**config.mk**
```make
export PLATFORM = sky130hd
export DESIGN_NAME = piso_frame_tx
export DESIGN_NICKNAME = d
export VERILOG_FILES = /design/src/rtl/piso_pkg.sv /design/src/rtl/piso_scl_div.sv /design/src/rtl/piso_frame_tx.sv
export SDC_FILE = /design/constraint.sdc
export NUM_CORES = 1
export LEC_CHECK = 0
export CORE_MARGIN = 2
export CORE_UTILIZATION = 50
export CTS_BUF_LIST = sky130_fd_sc_hd__clkbuf_16
export DETAILED_ROUTE_END_ITERATION = 10
export GPL_TIMING_DRIVEN = 0
export PLACE_DENSITY = 0.73
export SYNTH_ARGS = -nofsm -noshare
export SYNTH_HDL_FRONTEND = slang
export SYNTH_SLANG_ARGS = --single-unit
```
**constraint.sdc**
```tcl
create_clock -name sclk -period 4.5 [get_ports sclk]
set_clock_uncertainty 0.2 [all_clocks]
set_input_delay 0.675 -clock sclk [delete_from_list [all_inputs] [get_ports sclk]]
set_output_delay 0.675 -clock sclk [all_outputs]
set_load 0.02 [all_outputs]
```
**src/rtl/piso_pkg.sv**
```systemverilog
// Shared types and helpers for the framed parallel-to-serial transmitter.
package piso_pkg;

  localparam int STATE_W = 3;

  typedef enum logic [STATE_W-1:0] {
    ST_IDLE  = 3'd0,
    ST_START = 3'd1,
    ST_BIT   = 3'd2,
    ST_STOP  = 3'd3,
    ST_END   = 3'd4
  } state_t;

  // Zero-extension of a narrower word leaves its XOR reduction unchanged.
  function automatic logic parity_bit(input logic [63:0] word, input logic odd);
    return (^word) ^ odd;
  endfunction

endpackage

```
**src/rtl/piso_scl_div.sv**
```systemverilog
// Half-period divider: tick fires on the last sclk of every DIV-cycle window.
module piso_scl_div #(
  parameter int DIV = 2
) (
  input  logic sclk,
  input  logic rst,
  input  logic clear,
  output logic tick
);

  localparam int CW = (DIV > 1) ? $clog2(DIV) : 1;
  localparam logic [CW-1:0] LAST = CW'(DIV - 1);

  logic [CW-1:0] cnt;

  always_ff @(posedge sclk) begin
    if (rst || clear) begin
      cnt <= '0;
    end else if (cnt == LAST) begin
      cnt <= '0;
    end else begin
      cnt <= cnt + 1'b1;
    end
  end

  assign tick = (cnt == LAST) && !clear;

endmodule

```
**src/rtl/piso_frame_tx.sv**
```systemverilog
// Framed serializer: START, DATA_W data bits, optional parity, STOP on a scl/sda pair.
module piso_frame_tx
  import piso_pkg::*;
#(
  parameter int DATA_W     = 8,
  parameter int DIV        = 2,
  parameter int MSB_FIRST  = 0,
  parameter int PARITY_EN  = 0,
  parameter int PARITY_ODD = 0
) (
  input  logic              sclk,
  input  logic              rst,
  input  logic [DATA_W-1:0] data,
  input  logic              d_valid,
  output logic              d_ready,
  output logic              scl,
  output logic              sda,
  output logic              busy,
  output logic              done
);

  localparam int N     = DATA_W + ((PARITY_EN != 0) ? 1 : 0);
  localparam int BW    = DATA_W + 1;
  localparam int CNT_W = $clog2(N + 1);
  localparam logic [CNT_W-1:0] LAST_CNT = CNT_W'(N);

  state_t            state;
  logic [BW-1:0]     shift;
  logic [BW-1:0]     load;
  logic [DATA_W-1:0] ordered;
  logic [CNT_W-1:0]  bit_cnt;
  logic              pend;
  logic              tick;
  logic              accept;

  assign accept = d_valid && d_ready;

  // Buffer is pre-ordered so the line always takes bit 0; parity sits above the data.
  always_comb begin
    ordered = '0;
    for (int i = 0; i < DATA_W; i++) begin
      ordered[i] = (MSB_FIRST != 0) ? data[DATA_W-1-i] : data[i];
    end
    load = {parity_bit(64'(data), PARITY_ODD != 0), ordered};
  end

  piso_scl_div #(.DIV(DIV)) u_div (
    .sclk  (sclk),
    .rst   (rst),
    .clear (state == ST_IDLE),
    .tick  (tick)
  );

  // pend marks the cycle after a scl fall, when sda is allowed to move.
  always_ff @(posedge sclk) begin
    if (rst) begin
      state   <= ST_IDLE;
      scl     <= 1'b1;
      sda     <= 1'b1;
      busy    <= 1'b0;
      done    <= 1'b0;
      d_ready <= 1'b0;
      pend    <= 1'b0;
      bit_cnt <= '0;
      shift   <= '0;
    end else begin
      done <= 1'b0;
      case (state)
        ST_IDLE: begin
          scl     <= 1'b1;
          sda     <= 1'b1;
          busy    <= 1'b0;
          pend    <= 1'b0;
          bit_cnt <= '0;
          if (accept) begin
            shift   <= load;
            d_ready <= 1'b0;
            busy    <= 1'b1;
            sda     <= 1'b0;
            state   <= ST_START;
          end else begin
            d_ready <= 1'b1;
          end
        end
        ST_START: begin
          if (tick) begin
            scl   <= 1'b0;
            pend  <= 1'b1;
            state <= ST_BIT;
          end
        end
        ST_BIT: begin
          if (pend) begin
            sda     <= shift[0];
            shift   <= {1'b0, shift[BW-1:1]};
            bit_cnt <= bit_cnt + 1'b1;
            pend    <= 1'b0;
          end else if (tick) begin
            if (!scl) begin
              scl <= 1'b1;
            end else begin
              scl  <= 1'b0;
              pend <= 1'b1;
              if (bit_cnt == LAST_CNT) begin
                state <= ST_STOP;
              end
            end
          end
        end
        ST_STOP: begin
          if (pend) begin
            sda  <= 1'b0;
            pend <= 1'b0;
          end else if (tick) begin
            scl   <= 1'b1;
            state <= ST_END;
          end
        end
        ST_END: begin
          if (tick) begin
            sda     <= 1'b1;
            done    <= 1'b1;
            busy    <= 1'b0;
            d_ready <= 1'b1;
            state   <= ST_IDLE;
          end
        end
        default: begin
          state   <= ST_IDLE;
          scl     <= 1'b1;
          sda     <= 1'b1;
          busy    <= 1'b0;
          d_ready <= 1'b0;
          pend    <= 1'b0;
          bit_cnt <= '0;
        end
      endcase
    end
  end

endmodule
```
# Word-level counts from Yosys, hierarchy flattened
# Index checks and enable logic that the tools add are counted.
dict set report word_totals {
  register_bits 23
  output_inout_bits 5
  wordCells 84
}
dict set report classes {
  n_addsub 2
  n_eq_ne 16
  n_mux 34
  bitwise 4
  reduce_logical 18
}
# operator count
set op_table {}
lappend op_table {{$reduce_xor 64->1} 1}
lappend op_table {{$mux 3} 9}
lappend op_table {{$ne 2x2->1 const B} 11}
lappend op_table {{$mux 9} 2}
lappend op_table {{$pmux 9 s2} 1}
lappend op_table {{$pmux 3 s5} 1}
lappend op_table {{$mux 1} 14}
lappend op_table {{$pmux 1 s3} 3}
lappend op_table {{$reduce_and 9->1} 1}
lappend op_table {{$pmux 4 s2} 1}
lappend op_table {{$eq 3x2->1 const B} 2}
lappend op_table {{$reduce_and 2->1} 3}
lappend op_table {{$reduce_and 6->1} 1}
lappend op_table {{$reduce_or 3->1} 2}
lappend op_table {{$pmux 1 s5} 1}
lappend op_table {{$add 4x1->4 const B} 1}
lappend op_table {{$eq 4x4->1 const B} 1}
lappend op_table {{$mux 4} 1}
lappend op_table {{$not 1->1} 4}
lappend op_table {{$pmux 1 s4} 1}
lappend op_table {{$reduce_and 4->1} 1}
lappend op_table {{$reduce_or 2->1} 2}
lappend op_table {{$eq 3x1->1 const B} 1}
lappend op_table {{$eq 3x3->1 const B} 1}
lappend op_table {{7 further kinds} 8}

# Longest topological paths before layout
dict set report depth {
  depth_word 6
  mapped_depth 6
}

# Modules after synthesis
# A second synthesis with hierarchy kept.
dict set report hier_totals {
  cells_unflattened 144
  hier_area_um2 1277.5
}
# mod instances cells_per_inst area_each_um2 seq_area_each_um2
set modules_own_cells {}
lappend modules_own_cells {piso_frame_tx 1 141 1241.2 440.4}
lappend modules_own_cells {piso_scl_div 1 3 36.3 20.0}

# Least setup slack after synthesis
# No wires, ideal clock.
dict set report synth_timing {
  kind {in2reg}
  startpoint {input d_valid}
  endpoint {register shift[4]}
  setup_ns 0.086
  arrival_ns 1.523
  required_time_ns 4.214
  slack_ns 2.691
  stages 5
  path_buffers 1
  path_cell_list {nand3b_1 > a21boi_2 > buf_2 > nor2_1 > a211oi_1}
}
dict set report synth_between {
  elab_chain_cells 3
}
# item line
set synth_lines {}
lappend synth_lines {{start: declaration} piso_frame_tx.sv:14} ;# input logic d_valid,
lappend synth_lines {{$logic_and 1x1->1} piso_frame_tx.sv:36} ;# assign accept = d_valid && d_ready;
lappend synth_lines {{$ne 2x2->1 (no line)} --}
lappend synth_lines {{$reduce_and 3->1 (no line)} --}
lappend synth_lines {{end signal: assignment} piso_frame_tx.sv:76} ;# shift <= load;
lappend synth_lines {{end signal: assignment} piso_frame_tx.sv:95} ;# shift <= {1'b0, shift[BW-1:1]};
lappend synth_lines {{end: declaration} piso_frame_tx.sv:28} ;# logic [BW-1:0] shift;
# Every way passes these cells.
# A chain may end at the register's enable or synchronous reset.

# Worst setup path in the final report
# Ends and elaborated chain as after synthesis.

==> metrics.yaml <==
run_status:
  status: "finished, final reports clean"
sta:
  setup_violations: 0
  maxSlewViolCount: 0
  tightest_slew_ns: 0.546
  rsz0062_at_grt: "false"
  fin_setup_tns_ns: 0
  fin_crit_ns: 2.40
  max_freq_mhz: 417
  setup_ws_ns: 2.10
  relSlewSlack_pct: 63.6
  hold_viol: 0
  period_share_pct: 53.3
critical_path:
  crit_path_max_incr_delay_ns: 0.53
  path_max_fanout: 10
  path_cells: "clkdlybuf4s50_1, nand3b_1, a21boi_2, buf_2, nor2_1, a211oi_1"
  cp_slowest_cell: "clkdlybuf4s50_1"
  arrival_ns: 2.36
  cp.required_ns: 4.47
  cp_top_family: "buffers and inverters"
  endpoint_kind: "register"
  critPathKind: "input port to register"
  cp-start-kind: "input port"
  worst-path-buf-inv: 2
grt:
  grt_max_degree: 14
  busiest_layer: "met2"
  grt_pass1_vias: 1025
  use_met2_pct: 39.8
  use_met1_pct: 25.0
  grtUsageMet3_pct: 3.33
  track_usage_pct: 21.7
  antenna_found_initial: 0
  grt_pass1_wl_mm: 4.53
  overflow: 0
floorplan:
  rows: 18
  die_w_um: 53.9
  start_util_pct: 51.6
  fp.dieArea_mm2: 0.00290
  io_pins: 16
  core_mm2: 0.00241
  dieHeight_um: 53.9
place:
  post-place-ws_ns: 1.84
  portBuffers: 15
  hpwl_mm: 2.05
  place.gp.congestion: 0.877
  dpl.cell_count: 189
cells_and_area:
  final_cell_mix: "23 x dfxtp_1, 15 x nor2_1, 15 x clkdlybuf4s50_1, 9 x a211oi_1, 9 x a21oi_1"
  area_growth_pct: 21.6
  drive_gt1_share_pct: 6.75
  antenna_cells: 0
  nFillCells: 194
  layout_commonest_cell: "dfxtp_1"
  final_cell_count_no_fill: 193
  fin_nets: 177
min_path:
  hp-class: "register to register"
clock_network:
  post_cts_resized: 0
  cts.clk_slew.worst_paths_ns: 0.06
  cts_buffers: 3
  ctsHtreeMaxLevel: 1
  cts_sinks: 23
  cts_tree: "built"
  insertion_delay_ns: 0.26
  root_buffer: "clkbuf_16"
  post-cts-setup-buffers: 0
  cts_hold_buffers: 0
  cts.path.max_buffers: 2
route:
  drc_errors: 0
  drt_pass1_iterations: 4
  routed_wl_mm: 2.77
  vias: 1149
  routed_via_density: 5.95
  detail-route-antenna-nets: 0
  post_drt_wl_per_cell_um: 14.3
  drt_iter0_markers: 12
yosys:
  synth_seq_cells: 23
  synthArstFlopShare_pct: 0
  syn_area_mm2: 0.00124
  synthDistinctLibCells: 43
  syn_inst: 144
  avgSynthCellArea_um2: 8.63
  synthFlopType: "dfxtp_1"
  synth_nets: 157
  seq_area_frac_synth_pct: 37.1
  yosys_warnings: 0
  synth_edf_count: 0
pwr:
  ir_drop_mv: 0.245
  power_leakage_uw: 0.000515
  powerDensity_mw_per_mm2: 319
flow_run:
  cap_violations: 0
-- report_power, final --
part / internal (uW) / switching (uW)
combinational: 33.6 / 32.4
sequential: 214 / 7.77
clock: 120 / 74.7
-- per-stage QoR --
| stage | utilization (%) | power (uW) | hold WS [ns] | cell area (um2) |
|---|---|---|---|---|
| finish | 62.7 | 482 | 0.288 | 1510 |
| global route | 62.7 | 501 | 0.323 | 1510 |
| CTS | 62.7 | 483 | 0.293 | 1510 |
| detailed placement | 59.3 | 291 | 0.284 | 1430 |
| global placement | 59.3 | 289 | 0.265 | 1430 |
| floorplan | - | 267 | 0.251 | 1240 |
-- metal layers --
metal  wire length (um)  up-vias
met5                  0        -
met3                136        7
li1                   -      562
met4                 44        0
met2               1460       37
met1               1130      543
-- cell usage after synthesis, drive strengths merged, types with 2 or more instances --
library cell / n / share of area, %
nand2: 7 / 2.1
mux2i: 8 / 6.4
dfxtp: 23 / 37
a211oi: 9 / 5.4
nand3: 2 / 0.81
and2: 2 / 1.0
nand2b: 4 / 2.0
nor2: 16 / 5.0
a21oi: 9 / 3.6
o21ai: 3 / 1.2
o21a: 3 / 1.8
xnor2: 7 / 4.9
o21bai: 3 / 1.8
nor3: 6 / 2.4
or4: 3 / 1.8
buf: 6 / 3.5
inv: 7 / 2.1
clkbuf: 3 / 0.91
ha: 2 / 2.0
o31ai: 2 / 1.2
-- logic make-up (layout without fill, tap and decap cells) --
kind of cell	count (synthesis)	in the layout	synth area share, %
buffers and inverters	16	35	6.55
and+or+nand+nor	48	48	20.1
xor gates and xnor gates	8	8	5.64
muxes	8	8	6.45
DFF	23	23	37.1
adders and majority gates	2	2	2.01
AOI/OAI and AO/OA	39	39	22.2
-- worst min-delay path, delay by kind of cell, from the launching register on --
family | cells | cell delay (ns)
AO/OA/AOI/OAI | 2 | 0.12
flip-flops | 1 | 0.32
-- state kept, by name (all words and copies together) (netlist names) --
register and cells:
u_div.cnt 1, scl 1, d_ready 1, state 3, busy 1, done 1
pend 1, sda 1, shift 9, bit_cnt 4
-- path summary, 6_finish.rpt --
check                            end               startpoint  slack, ns  cells after the start
min          bit_cnt[3]$_SDFFE_PP0P_  bit_cnt[3]$_SDFFE_PP0P_       0.29                      2
max reg2reg    shift[4]$_SDFFE_PP0P_    state[2]$_SDFFE_PP0P_       2.54                      6
min reg2reg  bit_cnt[3]$_SDFFE_PP0P_  bit_cnt[3]$_SDFFE_PP0P_       0.29                      2
max            shift[4]$_SDFFE_PP0P_                  d_valid       2.10                      6
-- cell type report --
cell class,instances,area [um2],area share (%)
clock buffers,3,75.1,4.97
flip-flops and latches,23,460,30.5
inverters,7,26.3,1.74
repair buffers,15,150,9.94
multi-input cells,105,701,46.4
clock inverters,1,5.00,0.331
plain buffers,9,55.1,3.65
well taps,30,37.5,2.49
(Power assumes the default switching activity.)
